File: src/rtl/ssd1306_pkg.sv
// Shared types and constants for the SSD1306 power-up and command sequencer.
package ssd1306_pkg;

    typedef enum logic [2:0] {
        PWR_VDD,
        RST_LOW,
        RST_REC,
        INIT,
        PWR_VBAT,
        DISP_ON,
        RUN
    } main_state_t;

    typedef enum logic [1:0] {
        XIDLE,
        XSTART,
        XBUSY,
        XDONE
    } xfer_state_t;

    localparam logic [7:0] CMD_DISPLAY_OFF = 8'hAE;
    localparam logic [7:0] CMD_DISPLAY_ON  = 8'hAF;
    localparam logic [7:0] CMD_NOP         = 8'hE3;
    localparam int         INIT_LEN        = 25;
    localparam logic [4:0] INIT_LAST_IDX   = 5'(INIT_LEN - 1);

    function automatic int max_int(input int a, input int b);
        return (a > b) ? a : b;
    endfunction

endpackage

File: src/rtl/ssd1306_init_rom.sv
// Fixed SSD1306 init command list; indices past the end read as NOP.
module ssd1306_init_rom
    import ssd1306_pkg::*;
(
    input  logic [4:0] idx_i,
    output logic [7:0] byte_o
);

    // Index-to-byte lookup of the init command list.
    always_comb begin
        byte_o = CMD_NOP;
        case (idx_i)
            5'd0:  byte_o = CMD_DISPLAY_OFF;
            5'd1:  byte_o = 8'hD5;
            5'd2:  byte_o = 8'h80;
            5'd3:  byte_o = 8'hA8;
            5'd4:  byte_o = 8'h3F;
            5'd5:  byte_o = 8'hD3;
            5'd6:  byte_o = 8'h00;
            5'd7:  byte_o = 8'h40;
            5'd8:  byte_o = 8'h8D;
            5'd9:  byte_o = 8'h14;
            5'd10: byte_o = 8'h20;
            5'd11: byte_o = 8'h00;
            5'd12: byte_o = 8'hA1;
            5'd13: byte_o = 8'hC8;
            5'd14: byte_o = 8'hDA;
            5'd15: byte_o = 8'h12;
            5'd16: byte_o = 8'h81;
            5'd17: byte_o = 8'hCF;
            5'd18: byte_o = 8'hD9;
            5'd19: byte_o = 8'hF1;
            5'd20: byte_o = 8'hDB;
            5'd21: byte_o = 8'h40;
            5'd22: byte_o = 8'hA4;
            5'd23: byte_o = 8'hA6;
            5'd24: byte_o = 8'h2E;
            default: byte_o = CMD_NOP;
        endcase
    end

endmodule

File: src/rtl/ssd1306_ctrl_seq.sv
// SSD1306 power-up sequencer and byte pump into shift_reg.
//
// state    | meaning
// PWR_VDD  | VDD on, reset released, waiting for VDD to settle
// RST_LOW  | panel reset held low
// RST_REC  | reset released, waiting before the first command
// INIT     | sending the init command list, one ROM byte per transfer
// PWR_VBAT | VBAT on, waiting for it to settle
// DISP_ON  | sending display-on
// RUN      | passing the frame byte stream through to shift_reg
//
// xstate   | meaning
// XIDLE    | no transfer in flight
// XSTART   | sr_start high for this one cycle
// XBUSY    | waiting for shift_reg to go busy
// XDONE    | waiting for shift_reg to return idle
module ssd1306_ctrl_seq
    import ssd1306_pkg::*;
#(
    parameter int VDD_SETTLE_CYCLES  = 12000,
    parameter int RST_LOW_CYCLES     = 48,
    parameter int RST_RECOVER_CYCLES = 48,
    parameter int VBAT_SETTLE_CYCLES = 1200000
) (
    input  logic       clk_i,
    input  logic       reset_i,
    output logic       sr_start_o,
    output logic [7:0] sr_data_o,
    input  logic       sr_ready_i,
    output logic       oled_dnc_o,
    output logic       oled_nrst_o,
    output logic       oled_nvcd_o,
    output logic       oled_nvbat_o,
    input  logic       s_valid_i,
    input  logic [7:0] s_data_i,
    input  logic       s_dc_i,
    output logic       s_ready_o,
    output logic       init_done_o
);

    localparam int MAX_WAIT = max_int(max_int(VDD_SETTLE_CYCLES, RST_LOW_CYCLES),
                                      max_int(RST_RECOVER_CYCLES, VBAT_SETTLE_CYCLES));
    localparam int CNT_W = $clog2(MAX_WAIT) + 1;

    localparam logic [CNT_W-1:0] LD_VDD  = CNT_W'(VDD_SETTLE_CYCLES - 1);
    localparam logic [CNT_W-1:0] LD_RLOW = CNT_W'(RST_LOW_CYCLES - 1);
    localparam logic [CNT_W-1:0] LD_RREC = CNT_W'(RST_RECOVER_CYCLES - 1);
    localparam logic [CNT_W-1:0] LD_VBAT = CNT_W'(VBAT_SETTLE_CYCLES - 1);

    main_state_t      state_q;
    xfer_state_t      xstate_q;
    logic [CNT_W-1:0] cnt_q;
    logic [CNT_W-1:0] cnt_d;
    logic [4:0]       idx_q;
    logic [4:0]       idx_d;
    logic [7:0]       rom_byte;
    logic             xfer_done;

    logic             sr_start_q;
    logic [7:0]       sr_data_q;
    logic             oled_dnc_q;
    logic             oled_nrst_q;
    logic             oled_nvcd_q;
    logic             oled_nvbat_q;
    logic             s_ready_q;
    logic             init_done_q;

    ssd1306_init_rom u_rom (
        .idx_i  (idx_q),
        .byte_o (rom_byte)
    );

    assign cnt_d     = cnt_q - CNT_W'(1);
    assign idx_d     = idx_q + 5'd1;
    assign xfer_done = (xstate_q == XDONE) && sr_ready_i;

    // Main sequencer and transfer sub-FSM; every output is registered here.
    always_ff @(posedge clk_i or posedge reset_i) begin
        if (reset_i) begin
            state_q      <= PWR_VDD;
            xstate_q     <= XIDLE;
            cnt_q        <= LD_VDD;
            idx_q        <= 5'd0;
            sr_start_q   <= 1'b0;
            sr_data_q    <= 8'h00;
            oled_dnc_q   <= 1'b0;
            oled_nrst_q  <= 1'b0;
            oled_nvcd_q  <= 1'b1;
            oled_nvbat_q <= 1'b1;
            s_ready_q    <= 1'b0;
            init_done_q  <= 1'b0;
        end else begin
            // Transfer progression; the main FSM below may override to start a new one.
            case (xstate_q)
                XSTART: begin
                    sr_start_q <= 1'b0;
                    xstate_q   <= XBUSY;
                end
                XBUSY:   if (!sr_ready_i) xstate_q <= XDONE;
                XDONE:   if (sr_ready_i)  xstate_q <= XIDLE;
                default: ;
            endcase

            case (state_q)
                PWR_VDD: begin
                    // The settle wait only starts counting once VDD is actually on.
                    if (oled_nvcd_q) begin
                        oled_nvcd_q <= 1'b0;
                        oled_nrst_q <= 1'b1;
                    end else if (cnt_q == '0) begin
                        state_q     <= RST_LOW;
                        oled_nrst_q <= 1'b0;
                        cnt_q       <= LD_RLOW;
                    end else begin
                        cnt_q <= cnt_d;
                    end
                end
                RST_LOW: begin
                    if (cnt_q == '0) begin
                        state_q     <= RST_REC;
                        oled_nrst_q <= 1'b1;
                        cnt_q       <= LD_RREC;
                    end else begin
                        cnt_q <= cnt_d;
                    end
                end
                RST_REC: begin
                    // idx_q is still 0 here, so rom_byte is the first init command.
                    if (cnt_q == '0) begin
                        state_q    <= INIT;
                        sr_start_q <= 1'b1;
                        sr_data_q  <= rom_byte;
                        oled_dnc_q <= 1'b0;
                        xstate_q   <= XSTART;
                    end else begin
                        cnt_q <= cnt_d;
                    end
                end
                INIT: begin
                    if (xfer_done) begin
                        if (idx_q == INIT_LAST_IDX) begin
                            state_q      <= PWR_VBAT;
                            oled_nvbat_q <= 1'b0;
                            cnt_q        <= LD_VBAT;
                        end else begin
                            idx_q <= idx_d;
                        end
                    end else if (xstate_q == XIDLE) begin
                        sr_start_q <= 1'b1;
                        sr_data_q  <= rom_byte;
                        oled_dnc_q <= 1'b0;
                        xstate_q   <= XSTART;
                    end
                end
                PWR_VBAT: begin
                    if (cnt_q == '0) begin
                        state_q    <= DISP_ON;
                        sr_start_q <= 1'b1;
                        sr_data_q  <= CMD_DISPLAY_ON;
                        oled_dnc_q <= 1'b0;
                        xstate_q   <= XSTART;
                    end else begin
                        cnt_q <= cnt_d;
                    end
                end
                DISP_ON: begin
                    if (xfer_done) begin
                        state_q     <= RUN;
                        init_done_q <= 1'b1;
                        s_ready_q   <= 1'b1;
                    end
                end
                RUN: begin
                    if (xfer_done) begin
                        s_ready_q <= 1'b1;
                    end else if ((xstate_q == XIDLE) && s_valid_i && s_ready_q) begin
                        s_ready_q  <= 1'b0;
                        sr_start_q <= 1'b1;
                        sr_data_q  <= s_data_i;
                        oled_dnc_q <= s_dc_i;
                        xstate_q   <= XSTART;
                    end
                end
                default: state_q <= PWR_VDD;
            endcase
        end
    end

    assign sr_start_o   = sr_start_q;
    assign sr_data_o    = sr_data_q;
    assign oled_dnc_o   = oled_dnc_q;
    assign oled_nrst_o  = oled_nrst_q;
    assign oled_nvcd_o  = oled_nvcd_q;
    assign oled_nvbat_o = oled_nvbat_q;
    assign s_ready_o    = s_ready_q;
    assign init_done_o  = init_done_q;

endmodule
File: config.mk
export PLATFORM = sky130hd
export DESIGN_NAME = ssd1306_ctrl_seq
export DESIGN_NICKNAME = d
export VERILOG_FILES = /design/src/rtl/ssd1306_pkg.sv /design/src/rtl/ssd1306_init_rom.sv /design/src/rtl/ssd1306_ctrl_seq.sv
export SDC_FILE = /design/constraint.sdc
export NUM_CORES = 1
export LEC_CHECK = 0
export CAP_MARGIN = 15
export CORE_MARGIN = 2
export CORE_UTILIZATION = 28
export CTS_CLUSTER_DIAMETER = 40
export CTS_CLUSTER_SIZE = 16
export DETAILED_ROUTE_END_ITERATION = 8
export PLACE_DENSITY = 0.49
export SYNTH_ARGS = -nofsm -noshare
export SYNTH_HDL_FRONTEND = slang
export SYNTH_SLANG_ARGS = --single-unit
File: constraint.sdc
create_clock -name clk_i -period 6.06 [get_ports clk_i]
set_input_delay 1.212 -clock clk_i [delete_from_list [all_inputs] [get_ports clk_i]]
set_output_delay 1.212 -clock clk_i [all_outputs]
set_load 0.03 [all_outputs]
Word level (Yosys, flattened, before mapping) --
Memories as Yosys holds them, arrays and structs flattened. Cells that the tools add are included.
Word-level totals: output and inout bits 15, memories kept 1, bits in read-only memories 256, input bits 13, logic and storage cells 115, flip-flop bits (word level) 47
Memories:
- (no name shown) | depth 32, width 8, read ports 1, clocked after Yosys merged registers in 0, wr ports 0, RTL line ssd1306_init_rom.sv:12 | case (idx_i)
Cells by class: add/sub/neg operators 2, equal/unequal tests 26, bitwise gates (word level) 2, mux-type cells 51, reductions and logical operators 21
Operators with widths (count):
- $mux W22 | 5
- $pmux W22 S4 | 1
- $mux W8 | 6
- $pmux W8 S4 | 1
- $ne A2 B2 Y1 const B | 13
- $mux W3 | 8
- $logic_not A22 Y1 | 1
- $sub A22 B1 Y22 const B | 1
- $pmux W3 S7 | 1
- $mux W1 | 16
- $mux W2 | 7
- $pmux W2 S3 | 2
- $reduce_and A3 Y1 | 4
- $eq A3 B3 Y1 const B | 3
- $reduce_and A9 Y1 | 1
- $reduce_bool A4 Y1 | 2
- $reduce_and A7 Y1 | 1
- $eq A3 B2 Y1 const B | 2
- $ne A3 B3 Y1 const B | 2
- $pmux W1 S3 | 2
- $reduce_and A6 Y1 | 1
- $add A5 B1 Y5 const B | 1
- $eq A5 B5 Y1 const B | 1
- $reduce_and A5 Y1 | 1
- 13 further kinds | 19

Logic depth before layout (Yosys ltp) --
Gate-level depths: netlist of the first run.
depth in word-level cells 6, mapped depth 10, gate-level depth less buffers 7

By module --
Synthesis of the first run repeated with hierarchy kept, for this count alone.
Second synthesis, totals: cell total of the unflattened synthesis 378, area total of the unflattened synthesis 3321.9 µm²
Modules (own cells, without submodules):
- ssd1306_ctrl_seq | cells an instance 313, instances 1, area each 2884.0 µm², sequential area each 1192.4 µm²
- ssd1306_init_rom | cells an instance 65, instances 1, area each 437.9 µm², sequential area each 0.0 µm²

Worst setup path before layout of the first run --
Ideal clock, no wire load.
path type register to register, from reg idx_q[1], to reg cnt_q[3], library setup time 0.075 ns, arrival 2.441 ns, setup slack 3.544 ns, required time 5.985 ns, clock period less this slack 2.516 ns, stages on the path, launching flop included 10, path buffers 2, cell sequence dfrtp_1 -> clkbuf_1 -> inv_1 -> ha_1 -> clkbuf_1 -> nand4b_1 -> o22ai_1 -> nand2_1 -> a2111oi_0 -> mux2i_1
On the way: longest elaborated chain between the ends 3
Ends and longest elaborated chain:
- from (decl) | RTL line ssd1306_ctrl_seq.sv:54 | logic [4:0] idx_q;
- from (signal assigned) | RTL line ssd1306_ctrl_seq.sv:146 | idx_q <= idx_d;
- $eq A5 B5 Y1 | RTL line ssd1306_ctrl_seq.sv:141 | if (idx_q == INIT_LAST_IDX) begin
- $ne A2 B2 Y1 (no source line)
- $reduce_and A5 Y1 (no source line)
- to (signal assigned) | RTL line ssd1306_ctrl_seq.sv:124 | cnt_q <= cnt_d;
- to (signal assigned) | RTL line ssd1306_ctrl_seq.sv:136 | cnt_q <= cnt_d;
- to (signal assigned) | RTL line ssd1306_ctrl_seq.sv:163 | cnt_q <= cnt_d;
- to (decl) | RTL line ssd1306_ctrl_seq.sv:52 | logic [CNT_W-1:0] cnt_q;
Every way passes these cells. A chain may end at the register's enable or synchronous reset.

Worst setup path after layout of the first run --
from in sr_ready_i, to reg cnt_q[1]
On the way: longest elaborated chain between the ends 3
Ends and longest elaborated chain:
- from (decl) | RTL line ssd1306_ctrl_seq.sv:29 | input logic sr_ready_i,
- $logic_and A1 B1 Y1 | RTL line ssd1306_ctrl_seq.sv:75 | assign xfer_done = (xstate_q == XDONE) && sr_ready_i;
- $ne A2 B2 Y1 (no source line)
- $reduce_and A5 Y1 (no source line)
- to (signal assigned) | RTL line ssd1306_ctrl_seq.sv:115 | cnt_q <= cnt_d;
- to (signal assigned) | RTL line ssd1306_ctrl_seq.sv:124
- to (signal assigned) | RTL line ssd1306_ctrl_seq.sv:136
Every way passes these cells.

==> flow_summary_export.csv, run 1 <==
group,metric,value,unit
outcome,outcome,"finished clean",
worst_setup_path,cp-endpoint,"cnt_q[1]",
grt,overflow,0,
cts,cts_max_level,2,
grt,grt_pass1_wl,14500,µm
power,p_per_area,172,nW/µm²
die,die_area,12300,µm²
drt,wl_per_cell,16.8,µm
synthesis,synthFlopType,"dfrtp_1",
sta,fin_crit,3280,ps
worst_setup_path,critPathKind,"primary input to flip-flop",
place,gp_congestion,0.798,
layout,drive_above_1_share,10.9,%
worst_setup_path,cp_cell_sequence,"clkdlybuf4s50_1 -> nand4_1 -> o22a_1 -> nor2_1 -> nor2_1 -> a22oi_1",
die,die_h,111,µm
sta,tns,0,ps
run,maxCapViolCount,0,
synthesis,syn_area,3210,µm²
cts,holdBufCountCts,0,
drt,drtIter0Drc,180,
layout,final_cells,518,
sta,drv_slew,0,
worst_setup_path,critPathBufInv,1,
synthesis,synthDominantCellAreaShare,26.5,%
cts,cts.clk_slew.worst_paths,70,ps
cts,post-cts-setup-buffers,0,
synthesis,synth_seq_area_share,37.1,%
synthesis,synth_edf_count,0,
sta,hold_ws,472,ps
cts,cts_inserted_buffers,5,
worst_setup_path,critical_path.max_stage_delay,780,ps
die,num_io_pins,28,
power,p_leak,1.43,nW
synthesis,yosysTopAreaCell,"dfrtp_1",
die,placementRows,39,
layout,diodes,0,
place,dp_hpwl,6180,µm
worst_setup_path,crit_arrival,3490,ps
drt,drc_errors,0,
power,ir_worst_vdd,0.104,mV
drt,ant_nets,0,
grt,grt_use_total,14.1,%
sta,relSlewSlack,27.2,%
worst_setup_path,r2r_end,"cnt_q[1]",
power,p_sw_share,22.7,%
worst_setup_path,cp.depth,6,
worst_setup_path,critPathMaxFanout,14,
grt,grt_pass1_vias,2773,
worst_setup_path,r2r-start,"idx_q[1]",
place,place_inst,511,
synthesis,synth_nets,385,
cts,cts_sinks,47,
power,p_int,0.000494,W
cts,clock-root-buffer,"clkbuf_16",
sta,grt_setup_unrepaired,"false",
power,power_frac_comb,4.7,%
die,coreArea,11300,µm²
power,seqPwrFrac,51.1,%
power,switchingPower,0.000145,W
layout,fin_util,32.8,%
min_path,hold_path_class,"flip-flop to flip-flop",
layout,n_fill_cell,1196,
layout,area_growth,15.5,%
worst_setup_path,cp-start-kind,"primary input",
drt,via_per_inst,5.53,
cts,cts_resized,0,
sta,setup_violations,0,
die,initial_utilization,28.4,%
worst_setup_path,timing.critical_path.mode_cell,"nor2_1",
cts,clk_latency,290,ps
drt,wl,8700,µm
grt,grt_max_degree,48,
synthesis,synth_area_per_cell,8.85,µm²
drt,dr.pass1.iters,4,
drt,num_vias,2862,
worst_setup_path,end_kind,"flip-flop",
sta,hold_viol,0,
layout,mostFrequentLayoutCell,"dfrtp_1",
sta,clock.fmax,305,MHz
sta,post-route-period-util,54.1,%
synthesis,ys_warn_count,0,
synthesis,synth_area_leaders,"dfrtp_1, dfstp_2, ha_1, a21oi_1, mux2i_1",
worst_setup_path,cp-startpoint,"sr_ready_i",
sta,worstMarginPinSlew,1090,ps
cts,clock_path_buffers,2,
worst_setup_path,r2r_slack,2930,ps
worst_setup_path,reg2reg_depth,7,
cts,cts_tree,"yes",
die,die_width,111,µm
layout,nets,397,
power,power_frac_clock,44.1,%
worst_setup_path,critPathTopFamily,"simple AND/OR/NAND/NOR gates",
synthesis,ys_ff_latch,47,
worst_setup_path,slowest_stage,"nor2_1",
place,port_buffers,27,
layout,final_cell_mix,"dfrtp_1, clkdlybuf4s50_1, nor2_1, nand2_1, a21oi_1",
synthesis,synth_cell_type_count,64,
grt,grt_antenna_before_repair,0,
sta,fin_skew,7.50,ps
worst_setup_path,worstPathRequired,6270,ps
power,p_total,0.000639,W
synthesis,synth-async-reset-ratio,100,%
synthesis,synthCells,363,
## flip-flops by register name, indices dropped and copies added (netlist names)
register      count
cnt_q            22
idx_q             5
init_done_o       1
oled_dnc_o        1
oled_nrst_o       1
oled_nvbat_o      1
oled_nvcd_o       1
s_ready_o         1
sr_data_o         8
sr_start_o        1
state_q           3
xstate_q          2
## synthesized netlist by cell type (3+ instances only)
cell type  instances
clkbuf_1          19
o221ai_1           3
nand2b_1           3
a211oi_1           4
o22ai_1           11
ha_1               9
dfstp_2           13
a211o_1            3
o21ai_0           15
nand4_1            9
or3_1             10
nor2_1            24
a31oi_1           11
dfrtp_1           34
nor2b_1            6
inv_1             17
or2_2              3
xnor2_1            6
buf_6              3
mux2i_1            9
o2bb2ai_1          5
nor3_1            17
o31ai_1            4
a21o_1             3
a21oi_1           20
nand2_1           21
mux2_4             6
a2111oi_0          3
a22o_1             4
nor4_1             7
nand3_1           14
and3_1             8
## kinds of logic (layout without fill, tap and decap cells)
logic type      after synthesis  in the layout  synth area share [%]
compound gates              107            107                  22.7
xor+xnor                      6              6                  1.64
fa+ha+maj                     9              9                  3.50
buf+inv                      42             54                  5.69
flops                        47             47                  37.1
mux                          17             17                  6.31
simple gates                135            135                  23.1
## power by group through the flow
stage	sequential, W	clock [W]	combinational, W
6_report	0.000327	0.000282	0.0000302
5_1_grt	0.000328	0.000303	0.0000340
4_1_cts	0.000327	0.000293	0.0000305
3_5_place_dp	0.000332	0	0.0000303
3_3_place_gp	0.000332	0	0.0000305
2_1_floorplan	0.000331	0	0.0000149
## worst min-delay path by stage
stage / cells after the start / endpoint / slack [ps] / startpoint
after floorplan: 1 / cnt_q[14] / 450 / cnt_q[14]
after global placement: 1 / init_done_o / 460 / init_done_o
after detailed placement: 1 / init_done_o / 470 / init_done_o
after CTS: 1 / init_done_o / 480 / init_done_o
after global routing: 1 / oled_nvbat_o / 500 / oled_nvbat_o
final: 1 / init_done_o / 470 / init_done_o
## through the flow
step	worst slack, ps	cell area [µm²]
floorplan	3540	3210
global placement	2500	3570
finish	2780	3710
detailed placement	2440	3570
CTS	2770	3710
global route	2590	3710
## metal layers
layer	vias up	share of wire (%)	GRT usage [%]
met5	-	0	0
met4	0	0.77	2.47
met3	7	3.9	2.68
met2	62	47	23.0
met1	1393	48	19.9
li1	1400	-	-
## cell type report
cell class | count | area [µm²] | share of cell area [%]
Multi-Input combinational cell | 274 | 1840 | 49.5
Inverter | 17 | 63.8 | 1.72
Clock buffer | 6 | 139 | 3.74
Clock inverter | 1 | 5.00 | 0.135
Tap cell | 143 | 179 | 4.82
Timing Repair Buffer | 30 | 293 | 7.89
Sequential cell | 47 | 1190 | 32.1
Power figures use the tool's default switching activity.
==> run 2: changes to the inputs <==
PLACE_DENSITY = 0.5   (was 0.49)
clock period = 2.95 ns   (was 6.06 ns; I/O delays follow)
==> flow_summary_export.csv, run 2 (same netlist as run 1, synthesis figures left out) <==
group,metric,value,unit
place,dp_hpwl,6320,µm
worst_setup_path,crit_arrival,2790,ps
die,die_h,111,µm
worst_setup_path,cp_cell_sequence,"or4_4 -> or3_1 -> nor3_4 -> o21ai_0 -> a22o_1",
sta,fin_crit,2610,ps
drt,wl_per_cell,16.4,µm
sta,tns,0,ps
sta,relSlewSlack,57.1,%
cts,post-cts-setup-buffers,0,
sta,grt_setup_unrepaired,"false",
sta,hold_ws,486,ps
power,seqPwrFrac,51.8,%
layout,fin_util,33.9,%
grt,overflow,0,
layout,drive_above_1_share,15.0,%
cts,holdBufCountCts,0,
cts,cts_resized,0,
sta,fin_skew,3.39,ps
drt,num_vias,2916,
outcome,outcome,"finished clean",
drt,drc_errors,0,
worst_setup_path,end_kind,"flip-flop",
drt,drtIter0Drc,149,
die,initial_utilization,28.4,%
power,p_int,0.000996,W
place,gp_congestion,0.846,
drt,dr.pass1.iters,4,
place,dpl_cell_area,3700,µm²
layout,n_fill_cell,1174,
sta,hold_viol,0,
layout,largest-register,"cnt_q",
die,coreArea,11300,µm²
worst_setup_path,critPathBufInv,0,
power,p_sw_share,23.1,%
grt,grt_pass1_wl,14900,µm
layout,largest_reg_flops,22,
grt,grt_pass1_vias,2787,
worst_setup_path,cp-start-kind,"flip-flop",
layout,final_cells,537,
drt,via_per_inst,5.43,
die,die_area,12300,µm²
sta,clock.fmax,383,MHz
run,maxCapViolCount,0,
layout,nets,415,
sta,setup_violations,0,
drt,wl,8800,µm
cts,cts_max_level,2,
cts,cts_sinks,47,
layout,diodes,0,
worst_setup_path,worstPathRequired,3130,ps
sta,worstMarginPinSlew,644,ps
layout,area_growth,19.6,%
power,ir_worst_vdd,0.300,mV
layout,final_cell_mix,"dfrtp_1, clkdlybuf4s50_1, nor2_1, nand2_1, buf_4",
grt,grt_max_degree,48,
place,place_inst,529,
sta,drv_slew,0,
worst_setup_path,critical_path.max_stage_delay,610,ps
die,num_io_pins,28,
layout,mostFrequentLayoutCell,"dfrtp_1",
die,die_width,111,µm
worst_setup_path,critPathTopFamily,"simple AND/OR/NAND/NOR gates",
cts,clock-root-buffer,"clkbuf_16",
min_path,hold_path_class,"flip-flop to flip-flop",
sta,post-route-period-util,88.5,%
power,p_per_area,337,nW/µm²
worst_setup_path,critPathKind,"flip-flop to flip-flop",
grt,grt_use_total,14.6,%
layout,stdcell_area,3840,µm²
power,power_frac_clock,43.4,%
power,switchingPower,0.000299,W
worst_setup_path,critPathMaxFanout,14,
die,placementRows,39,
cts,clk_latency,290,ps
power,p_leak,1.52,nW
cts,cts_inserted_buffers,5,
cts,clock_path_buffers,2,
cts,cts.clk_slew.worst_paths,70,ps
worst_setup_path,slowest_stage,"or4_4",
grt,grt_antenna_before_repair,0,
power,power_frac_comb,4.8,%
drt,ant_nets,0,
place,port_buffers,27,
cts,cts_tree,"yes",
[run 2: cell count changes in the layout (fill, tap and decap cells not counted), sizes merged]
cell,previous run,this run
buf,3,21
clkinvlp,0,1
[run 2: power by group through the flow]
stage / clock network, W / logic (W) / registers [W]
finish: 0.000562 / 0.0000620 / 0.000670
global route: 0.000608 / 0.0000701 / 0.000671
CTS: 0.000587 / 0.0000635 / 0.000670
detailed placement: 0 / 0.0000631 / 0.000681
global placement: 0 / 0.0000641 / 0.000681
floorplan: 0 / 0.0000307 / 0.000680
[run 2: area by class of cell]
class	instances	area (µm²)	share of cell area (%)
Multi-Input combinational cell	274	1840	47.8
Timing Repair Buffer	48	428	11.1
Inverter	17	63.8	1.66
Clock inverter	2	12.5	0.326
Tap cell	143	179	4.66
Clock buffer	6	129	3.35
Sequential cell	47	1190	31.0
[run 2: metrics by stage]
stage | power (W) | setup slack [ps]
floorplan | 0.000711 | 434
global placement | 0.000746 | 404
detailed placement | 0.000745 | 362
CTS | 0.00132 | 342
global route | 0.00135 | 178
finish | 0.00129 | 338
[run 2: path summary, 6_finish.rpt]
check / from / endpoint / slack [ps] / cells past startpoint
min in group asynchronous: reset_i / idx_q[1] / 770 / 3
max in group asynchronous: reset_i / idx_q[2] / 1730 / 3
setup reg to reg: cnt_q[5] / cnt_q[17] / 340 / 5
setup / recovery: cnt_q[5] / cnt_q[17] / 340 / 5
hold reg to reg: init_done_o / init_done_o / 490 / 1
hold / removal: init_done_o / init_done_o / 490 / 1
[run 2: per-layer routing]
layer,GRT usage (%),vias up,wire length [µm]
li1,-,1430,-
met1,21.6,1408,4410
met2,22.2,70,3800
met3,3.01,8,509
met5,0,-,0
met4,3.05,0,90
[run 2: worst register-to-register path, stage by stage, from the launching register on]
cell and delay [ps]:
dfrtp_1 440, or4_4 610, or3_1 450, nor3_4 530, o21ai_0 220, a22o_1 260
